==> config.mk <==
export PLATFORM = sky130hd
export DESIGN_NAME = vga_timing_ctrl
export DESIGN_NICKNAME = d
export VERILOG_FILES = /design/src/rtl/vga_timing_pkg.sv /design/src/rtl/vga_axis_timer.sv /design/src/rtl/vga_timing_ctrl.sv
export SDC_FILE = /design/constraint.sdc
export NUM_CORES = 1
export LEC_CHECK = 0
export CORE_MARGIN = 3
export CORE_UTILIZATION = 55
export DETAILED_ROUTE_END_ITERATION = 12
export PLACE_DENSITY = 0.84
export SLEW_MARGIN = 20
export SYNTH_ARGS = -nofsm -noshare
export SYNTH_HDL_FRONTEND = slang
export SYNTH_SLANG_ARGS = --single-unit
==> constraint.sdc <==
create_clock -name clk -period 3.4 [get_ports clk]
set_clock_uncertainty 0.1 [all_clocks]
set_input_delay 0.68 -clock clk [delete_from_list [all_inputs] [get_ports clk]]
set_output_delay 0.68 -clock clk [all_outputs]
set_load 0.02 [all_outputs]
==> src/rtl/vga_timing_pkg.sv <==
// Shared raster timing constants, phase type and total-length helper for the VGA timing block.
package vga_timing_pkg;

    localparam int unsigned DEF_H_ACTIVE = 640;
    localparam int unsigned DEF_H_FRONT  = 16;
    localparam int unsigned DEF_H_SYNC   = 96;
    localparam int unsigned DEF_H_BACK   = 48;
    localparam int unsigned DEF_V_ACTIVE = 480;
    localparam int unsigned DEF_V_FRONT  = 10;
    localparam int unsigned DEF_V_SYNC   = 2;
    localparam int unsigned DEF_V_BACK   = 33;

    localparam int unsigned POS_W     = 10;
    localparam int unsigned MAX_TOTAL = 1024;

    typedef enum logic [1:0] {
        PH_ACTIVE,
        PH_FRONT,
        PH_SYNC,
        PH_BACK
    } phase_t;

    function automatic int unsigned axis_total(input int unsigned active,
                                               input int unsigned front,
                                               input int unsigned sync,
                                               input int unsigned back);
        return active + front + sync + back;
    endfunction

    localparam int unsigned DEF_H_TOTAL =
        axis_total(DEF_H_ACTIVE, DEF_H_FRONT, DEF_H_SYNC, DEF_H_BACK);
    localparam int unsigned DEF_V_TOTAL =
        axis_total(DEF_V_ACTIVE, DEF_V_FRONT, DEF_V_SYNC, DEF_V_BACK);

endpackage

==> src/rtl/vga_axis_timer.sv <==
// One raster axis: position counter plus ACTIVE/FRONT/SYNC/BACK phase FSM.
// All outputs describe the next-state position so the parent can register them without skew.
module vga_axis_timer
    import vga_timing_pkg::*;
#(
    parameter int unsigned ACTIVE = DEF_H_ACTIVE,
    parameter int unsigned FRONT  = DEF_H_FRONT,
    parameter int unsigned SYNC   = DEF_H_SYNC,
    parameter int unsigned BACK   = DEF_H_BACK
) (
    input  logic             clk,
    input  logic             rst_n,
    input  logic             step,
    input  logic             sync_pol,
    output logic [POS_W-1:0] pos,
    output phase_t           phase,
    output logic             wrap,
    output logic             sync,
    output logic             active
);

    localparam int unsigned      TOTAL   = axis_total(ACTIVE, FRONT, SYNC, BACK);
    localparam logic [POS_W-1:0] LAST    = POS_W'(TOTAL - 1);
    localparam logic [POS_W-1:0] B_FRONT = POS_W'(ACTIVE);
    localparam logic [POS_W-1:0] B_SYNC  = POS_W'(ACTIVE + FRONT);
    localparam logic [POS_W-1:0] B_BACK  = POS_W'(ACTIVE + FRONT + SYNC);

    logic [POS_W-1:0] r_cnt;
    logic [POS_W-1:0] w_cnt_d;
    phase_t           r_phase;
    phase_t           w_phase_d;

    always_comb begin
        w_cnt_d   = r_cnt;
        w_phase_d = r_phase;
        wrap      = 1'b0;
        if (step) begin
            if (r_cnt == LAST) begin
                w_cnt_d = '0;
                wrap    = 1'b1;
            end else begin
                w_cnt_d = r_cnt + POS_W'(1);
            end
            // Later boundaries first so a zero-length phase is skipped cleanly.
            if (wrap) begin
                w_phase_d = PH_ACTIVE;
            end else if (w_cnt_d == B_BACK) begin
                w_phase_d = PH_BACK;
            end else if (w_cnt_d == B_SYNC) begin
                w_phase_d = PH_SYNC;
            end else if (w_cnt_d == B_FRONT) begin
                w_phase_d = PH_FRONT;
            end
        end
    end

    always_ff @(posedge clk or negedge rst_n) begin
        if (!rst_n) begin
            r_cnt   <= LAST;
            r_phase <= PH_BACK;
        end else begin
            r_cnt   <= w_cnt_d;
            r_phase <= w_phase_d;
        end
    end

    assign pos    = w_cnt_d;
    assign phase  = w_phase_d;
    assign sync   = (w_phase_d == PH_SYNC) ? sync_pol : ~sync_pol;
    assign active = (w_phase_d == PH_ACTIVE);

endmodule

==> src/rtl/vga_timing_ctrl.sv <==
// VGA raster timing generator: registered sync, blanking, coordinates, strobes and frame counter.
module vga_timing_ctrl
    import vga_timing_pkg::*;
#(
    parameter int unsigned H_ACTIVE   = DEF_H_ACTIVE,
    parameter int unsigned H_FRONT    = DEF_H_FRONT,
    parameter int unsigned H_SYNC     = DEF_H_SYNC,
    parameter int unsigned H_BACK     = DEF_H_BACK,
    parameter int unsigned V_ACTIVE   = DEF_V_ACTIVE,
    parameter int unsigned V_FRONT    = DEF_V_FRONT,
    parameter int unsigned V_SYNC     = DEF_V_SYNC,
    parameter int unsigned V_BACK     = DEF_V_BACK,
    parameter logic        H_SYNC_POL = 1'b0,
    parameter logic        V_SYNC_POL = 1'b0,
    parameter int unsigned FRAME_W    = 8
) (
    input  logic               clk,
    input  logic               rst_n,
    input  logic               ena,
    output logic [POS_W-1:0]   hpos,
    output logic [POS_W-1:0]   vpos,
    output logic               display_on,
    output logic               hsync,
    output logic               vsync,
    output logic               line_start,
    output logic               frame_start,
    output logic [FRAME_W-1:0] frame_count
);

    localparam int unsigned H_TOTAL = axis_total(H_ACTIVE, H_FRONT, H_SYNC, H_BACK);
    localparam int unsigned V_TOTAL = axis_total(V_ACTIVE, V_FRONT, V_SYNC, V_BACK);

    if (H_TOTAL > MAX_TOTAL) begin : g_h_total_err
        $error("vga_timing_ctrl: H_TOTAL exceeds 1024");
    end
    if (V_TOTAL > MAX_TOTAL) begin : g_v_total_err
        $error("vga_timing_ctrl: V_TOTAL exceeds 1024");
    end

    logic [POS_W-1:0] w_hpos_d;
    logic [POS_W-1:0] w_vpos_d;
    phase_t           w_h_phase;
    phase_t           w_v_phase;
    logic             w_h_wrap;
    logic             w_v_wrap;
    logic             w_hsync_d;
    logic             w_vsync_d;
    logic             w_h_active;
    logic             w_v_active;
    logic             w_frame_wrap;
    logic             w_unused_phase;

    vga_axis_timer #(
        .ACTIVE (H_ACTIVE),
        .FRONT  (H_FRONT),
        .SYNC   (H_SYNC),
        .BACK   (H_BACK)
    ) u_h_timer (
        .clk      (clk),
        .rst_n    (rst_n),
        .step     (ena),
        .sync_pol (H_SYNC_POL),
        .pos      (w_hpos_d),
        .phase    (w_h_phase),
        .wrap     (w_h_wrap),
        .sync     (w_hsync_d),
        .active   (w_h_active)
    );

    vga_axis_timer #(
        .ACTIVE (V_ACTIVE),
        .FRONT  (V_FRONT),
        .SYNC   (V_SYNC),
        .BACK   (V_BACK)
    ) u_v_timer (
        .clk      (clk),
        .rst_n    (rst_n),
        .step     (ena & w_h_wrap),
        .sync_pol (V_SYNC_POL),
        .pos      (w_vpos_d),
        .phase    (w_v_phase),
        .wrap     (w_v_wrap),
        .sync     (w_vsync_d),
        .active   (w_v_active)
    );

    assign w_unused_phase = ^{w_h_phase, w_v_phase};
    assign w_frame_wrap   = w_h_wrap & w_v_wrap;

    logic [POS_W-1:0]   r_hpos;
    logic [POS_W-1:0]   r_vpos;
    logic               r_display_on;
    logic               r_hsync;
    logic               r_vsync;
    logic               r_line_start;
    logic               r_frame_start;
    logic [FRAME_W-1:0] r_frame_count;
    logic               r_first_frame;

    always_ff @(posedge clk or negedge rst_n) begin
        if (!rst_n) begin
            r_hpos        <= '0;
            r_vpos        <= '0;
            r_display_on  <= 1'b0;
            r_hsync       <= ~H_SYNC_POL;
            r_vsync       <= ~V_SYNC_POL;
            r_line_start  <= 1'b0;
            r_frame_start <= 1'b0;
            r_frame_count <= '0;
            r_first_frame <= 1'b1;
        end else if (ena) begin
            r_hpos        <= w_hpos_d;
            r_vpos        <= w_vpos_d;
            r_display_on  <= w_h_active & w_v_active;
            r_hsync       <= w_hsync_d;
            r_vsync       <= w_vsync_d;
            r_line_start  <= w_h_wrap;
            r_frame_start <= w_frame_wrap;
            // The wrap out of reset starts frame 0; only later wraps complete a frame.
            if (w_frame_wrap) begin
                if (r_first_frame) begin
                    r_first_frame <= 1'b0;
                end else begin
                    r_frame_count <= r_frame_count + FRAME_W'(1);
                end
            end
        end else begin
            r_line_start  <= 1'b0;
            r_frame_start <= 1'b0;
        end
    end

    assign hpos        = r_hpos;
    assign vpos        = r_vpos;
    assign display_on  = r_display_on;
    assign hsync       = r_hsync;
    assign vsync       = r_vsync;
    assign line_start  = r_line_start;
    assign frame_start = r_frame_start;
    assign frame_count = r_frame_count;

endmodule

==> results.toml, run 1 <==
[floorplanning]
start_util = 0.578
die_y_um = 82.6
fp-row-count = 27
fp.dieW_um = 82.6
io_pins = 36
dieArea_sq_um = 6820
core_area_sq_um = 5570

[flow_run]
max_cap_violations = 0

[min_path]
hold_path_class = "input pin to async pin"

[worst_setup_path]
cp_cell_sequence = "ha_1 > nand4_2 > nor3_4 > nand2b_1 > a311oi_1 > mux2i_1 > nand4b_1 > o32ai_2"
cp_slowest_stage_delay_ns = 0.62
path_buf_inv = 0
start_kind = "flop"
critical_path_class = "flop to flop"
path_depth = 8
worstSetupEndpointType = "flop"
cp_data_arrival_time_ns = 3.15
startpoint = "u_h_timer.r_cnt[0]"
cp_slowest_cell = "dfstp_2"
ff2ff_path_depth = 8
worstPathRequired_ns = 3.53
path_delay_family = "simple AND/OR/NAND/NOR gates"
crit_path_max_fanout = 12
r2r_start = "u_h_timer.r_cnt[0]"

[sta]
rsz0062_at_grt = "no"
hold_viol_final = 0
fin_tns_setup_ns = 0
hold-worst-slack_ns = 0.217
worst_pin_slew_ns = 0.507
setup_viol_count_final = 0
fmax_mhz = 331
fin_crit_sh = 0.889
finalMaxSlewViolations = 0
slew_headroom = 0.662
layout_min_cycle_time_ns = 3.02

[synth]
ys_types = 67
synth_ff_type = "dfrtp_1"
synth.most_common_cell = "dfrtp_1"
syn_avg_cell_area_sq_um = 10.1
synth_largest_area_cell = "dfrtp_1"
synth_area_leaders = "dfrtp_1 (32%), dfstp_2 (14%), xnor2_1 (5.2%), nor2_1 (3.3%), o21ai_0 (2.8%)"
synth_edf_count = 0
synth_seq_area_share = 0.457
ys_warn_count = 0
ys_ff_latch = 58
synthArstFlopShare = 1.00
synth_cells = 320
syn-num-nets = 327
syn_area_sq_um = 3220
synth_commonest_cells = "dfrtp_1 (41), nor2_1 (28), nand2_1 (23)"
yosys.area.top_type_share = 0.318

[placement]
hpwl_um = 4950
place_congestion = 0.927
portBuffers = 35

[layout]
layout.nets = 357
area_growth_pct = 18.4
drive_gt1_frac = 0.175
antenna_cells = 0

[cts]
cts_setup_buffers = 0
htreeDepth = 3
clk_latency_ns = 0.33
cts-root-buf = "clkbuf_8"
ctsHoldBuffers = 0
numCtsBuffers = 9
post_cts_resized = 0
clk_pin_slew_ns = 0.07
cts_tree = "yes"
clk_path_buf_depth = 2
cts.sinks = 58

[power_and_ir_drop]
power.leakage_nw = 1.54
peakVddDrop_mv = 0.369
power_density_nw_per_um2 = 575

[routing]
firstDrtPassIters = 4
ant_nets = 0
routed_wl_um = 7060
drc = 0
vias = 2580
viasPerCell = 6.04
first_iter_violations = 322
post_drt_wl_per_cell_um = 16.5

[global_route]
antenna_found_initial = 0
gr-total-overflow = 0
grt_usage = 0.233
grt_max_degree = 38
grt_pass1_vias = 2511
grt_pass1_wl_um = 12000

[outcome]
status = "completed"
==> state kept, by name, summed over array words and instances (netlist names) <==
signal	cells
hpos	10
u_h_timer.r_cnt	10
u_v_timer.r_cnt	10
vpos	10
frame_count	8
u_h_timer.r_phase	2
u_v_timer.r_phase	2
display_on	1
frame_start	1
hsync	1
line_start	1
r_first_frame	1
vsync	1
==> metrics by stage <==
stage / utilization / setup slack (ns) / cell area (sq um) / std cells / power, mW
global route: 0.685 / 0.121 / 3820 / 427 / 2.30
finish: 0.685 / 0.378 / 3820 / 427 / 2.19
floorplan: - / 0.944 / 3220 / 320 / 1.28
detailed placement: 0.640 / 0.455 / 3560 / 411 / 1.41
CTS: 0.685 / 0.402 / 3820 / 427 / 2.20
global placement: 0.640 / 0.616 / 3560 / 411 / 1.40
==> placed cells by master (no fill, tap or decap), types with 2 or more instances in the layout <==
cell type / count
dfrtp_1: 41
clkdlybuf4s50_1: 34
nor2_1: 28
nand2_1: 23
xnor2_1: 19
o21ai_0: 18
dfstp_2: 17
inv_1: 12
clkbuf_8: 10
nand3_1: 9
nand4_1: 9
xor2_1: 8
mux2_2: 7
nor3_1: 6
nand2b_1: 6
a31oi_1: 6
nor2b_1: 5
o21ai_1: 5
a21oi_1: 5
and4_1: 4
and2_1: 4
nor4_1: 4
nand4b_1: 4
a21o_1: 4
o2bb2ai_1: 4
ha_1: 4
buf_4: 4
nor3_4: 3
and3_1: 3
o31ai_1: 3
bufinv_16: 3
nor2_2: 2
o22ai_1: 2
mux2i_1: 2
a32oi_1: 2
nor3_2: 2
clkinvlp_4: 2
==> routing by layer <==
layer	wire, um	GRT usage	up-vias
met5	0	0	-
met4	201	0.113	0
met3	507	0.0553	25
met2	3210	0.353	112
met1	3150	0.315	1243
li1	-	-	1200
==> cell type report <==
cell class	count	area, sq um
well taps	72	90.1
inverters	13	48.8
multi-input cells	229	1580
clock inverters	6	114
fillers	427	1760
repair buffers	39	375
clock buffers	10	138
flip-flops and latches	58	1470
==> worst paths after layout <==
kind,to,slack (ns)
worst max register to register,display_on,0.38
worst min-delay path,hpos[4],0.22
max in group asynchronous,vsync,2.12
worst max-delay path,display_on,0.38
worst min register to register,hpos[4],0.38
min in group clk,hpos[4],0.38
==> report_power, final <==
part / internal, mW / switching, mW / total [mW]
Clock: 0.508 / 0.282 / 0.789
Sequential: 0.795 / 0.148 / 0.943
Combinational: 0.214 / 0.246 / 0.460
==> cells by family after synthesis <==
group	count (synthesis)	synth area share
AO/OA/AOI/OAI	62	0.135
XOR/XNOR	27	0.0733
adder cells (fa/ha/maj)	4	0.0155
buffers and inverters	33	0.0539
flip-flops	58	0.457
multiplexers	9	0.0307
AND/OR/NAND/NOR	127	0.234
==> worst register-to-register path, delay by kind of cell (launching register included) <==
kind	cells	cell delay, ns
AOI/OAI and AO/OA	2	0.30
adders and majority gates	1	0.46
DFF	1	0.62
muxes	1	0.24
and+or+nand+nor	4	1.21
Note: power is estimated with default switching activity, not from simulation.
==> run 2: changes to the inputs <==
Settings changed: CTS_CLUSTER_DIAMETER set to 150.
==> results of run 2 <==
Final layout, timing and power as in run 1 (identical DEF).
==> run 3: changes to the inputs <==
Settings changed: RECOVER_POWER set to 50.
Clock period 3.4 ns to 3.9 ns, I/O delays scaled along.
==> run 3 against run 2 <==
Against the previous run:
- the flow now finishes with violations (max-capacitance violations, max-slew violations)
- total power decreased by 15%
- design area is 0.75% lower
- global-route usage is 0.30 points higher
- utilization decreased by 0.52 points
- final cell count unchanged
- die area did not move
- clock power is 17% lower
- sequential power down 13%
- count of clock-buffer cells in the layout increased by 2
- first-iteration DRC count shrank 32%
- setup slack gained 0.31 ns
==> results.toml, run 3 (synthesized netlist as in run 1, its figures left out) <==
[outcome]
status = "complete, but fails checks"
violations = "max-capacitance violations, max-slew violations"

[worst_setup_path]
path_delay_family = "simple AND/OR/NAND/NOR gates"
cp_cell_sequence = "ha_1 > nand4_1 > nor2_2 > o2111ai_2 > a311oi_4 > mux2i_1 > nand4b_1 > o32ai_2"
cp_data_arrival_time_ns = 3.36
r2r_start = "u_h_timer.r_cnt[0]"
cp_slowest_stage_delay_ns = 0.67
ff2ff_path_depth = 8
reg2reg_setup_slack_ns = 0.69
worstPathRequired_ns = 4.05
crit_path_max_fanout = 12
regToRegEndpoint = "display_on"
start_kind = "flop"
startpoint = "u_h_timer.r_cnt[0]"
worstSetupEndpointType = "flop"
critical_path_class = "flop to flop"
path_depth = 8
path_buf_inv = 0
cp_slowest_cell = "dfstp_1"

[power_and_ir_drop]
peakVddDrop_mv = 0.363
power_density_nw_per_um2 = 494
power.leakage_nw = 1.54

[global_route]
gr-total-overflow = 0
grt_usage = 0.236
grt_pass1_wl_um = 12200
grt_pass1_vias = 2493
antenna_found_initial = 0
grt_max_degree = 43

[layout]
final_common_cell = "dfrtp_1"
multi_input_area_sq_um = 1570
layout.nets = 357
drive_gt1_frac = 0.161
antenna_cells = 0
n_fill_cell = 425
area_growth_pct = 17.5
ff_latch_area_sq_um = 1470
layout_common_cells = "dfrtp_1 (41), nor2_1 (28), clkdlybuf4s50_1 (25)"

[floorplanning]
dieArea_sq_um = 6820
core_area_sq_um = 5570
fp-row-count = 27
fp.dieW_um = 82.6
io_pins = 36
start_util = 0.578
die_y_um = 82.6

[placement]
place_congestion = 0.913
hpwl_um = 4950
dp_slack_ns = 0.897
portBuffers = 35

[sta]
setup_viol_count_final = 0
hold_viol_final = 0
slew_headroom = -0.483
fin_tns_setup_ns = 0
worst_pin_slew_ns = 2.22
layout_min_cycle_time_ns = 3.21
fmax_mhz = 311
hold-worst-slack_ns = 0.396
finalMaxSlewViolations = 43
fin_crit_sh = 0.824
final.setup.worst_slack_ns = 0.686
rsz0062_at_grt = "no"

[cts]
cts_setup_buffers = 0
cts.sinks = 58
cts-root-buf = "clkbuf_8"
numCtsBuffers = 9
post_cts_resized = 0
htreeDepth = 3
clk_pin_slew_ns = 0.07
cts_tree = "yes"
clk_latency_ns = 0.33
ctsHoldBuffers = 0
clk_path_buf_depth = 2

[routing]
ant_nets = 0
drc = 0
vias = 2564
firstDrtPassIters = 4
post_drt_wl_per_cell_um = 17.1
routed_wl_um = 7310
first_iter_violations = 218
viasPerCell = 6.00

[min_path]
hold_path_class = "flop to flop"
holdPathStages = 1
hp-start = "hpos[3]"
min_to = "hpos[3]"

[flow_run]
max_cap_violations = 1
==> run 3: cell count changes in the layout (fill, tap and decap cells not counted), moves of 2 or more <==
cell             delta
dlygate4sd3_1       +9
buf_4               -2
clkdlybuf4s50_1     -9
clkbuf_1            +3
clkbuf_8            +2
==> run 3: routing by layer <==
metal / GRT usage / vias to the layer above / share of wire
li1: - / 1200 / -
met3: 0.0607 / 17 / 0.072
met5: 0 / - / 0
met2: 0.357 / 114 / 0.47
met4: 0.109 / 0 / 0.023
met1: 0.319 / 1233 / 0.44
==> run 3: how the worst max path moves through the flow <==
stage	to	slack (ns)
3_3_place_gp	frame_count[7]	1.0
5_1_grt	display_on	0.34
3_5_place_dp	frame_count[7]	0.90
4_1_cts	display_on	0.91
2_1_floorplan	display_on	1.44
6_report	display_on	0.69
==> run 3: metrics by stage <==
step           total power [mW]  std cells  area [sq um]   util
6_report                   1.87        427          3790  0.679
5_1_grt                    1.96        427          3790  0.679
4_1_cts                    1.89        427          3800  0.682
3_5_place_dp               1.23        411          3560  0.640
3_3_place_gp               1.22        411          3560  0.640
2_1_floorplan              1.12        320          3220      -
==> run 3: layout make-up <==
cell class              count  area share
clock inverters             4      0.0192
inverters                  13      0.0129
flip-flops and latches     58       0.389
well taps                  72      0.0238
repair buffers             39      0.0968
multi-input cells         229       0.415
clock buffers              12      0.0436
==> run 3: power by group <==
group | internal (mW) | switching [mW] | total [mW] | leakage (nW)
Sequential | 0.692 | 0.132 | 0.825 | 0.709
Combinational | 0.183 | 0.212 | 0.395 | 0.715
Clock | 0.411 | 0.241 | 0.652 | 0.119
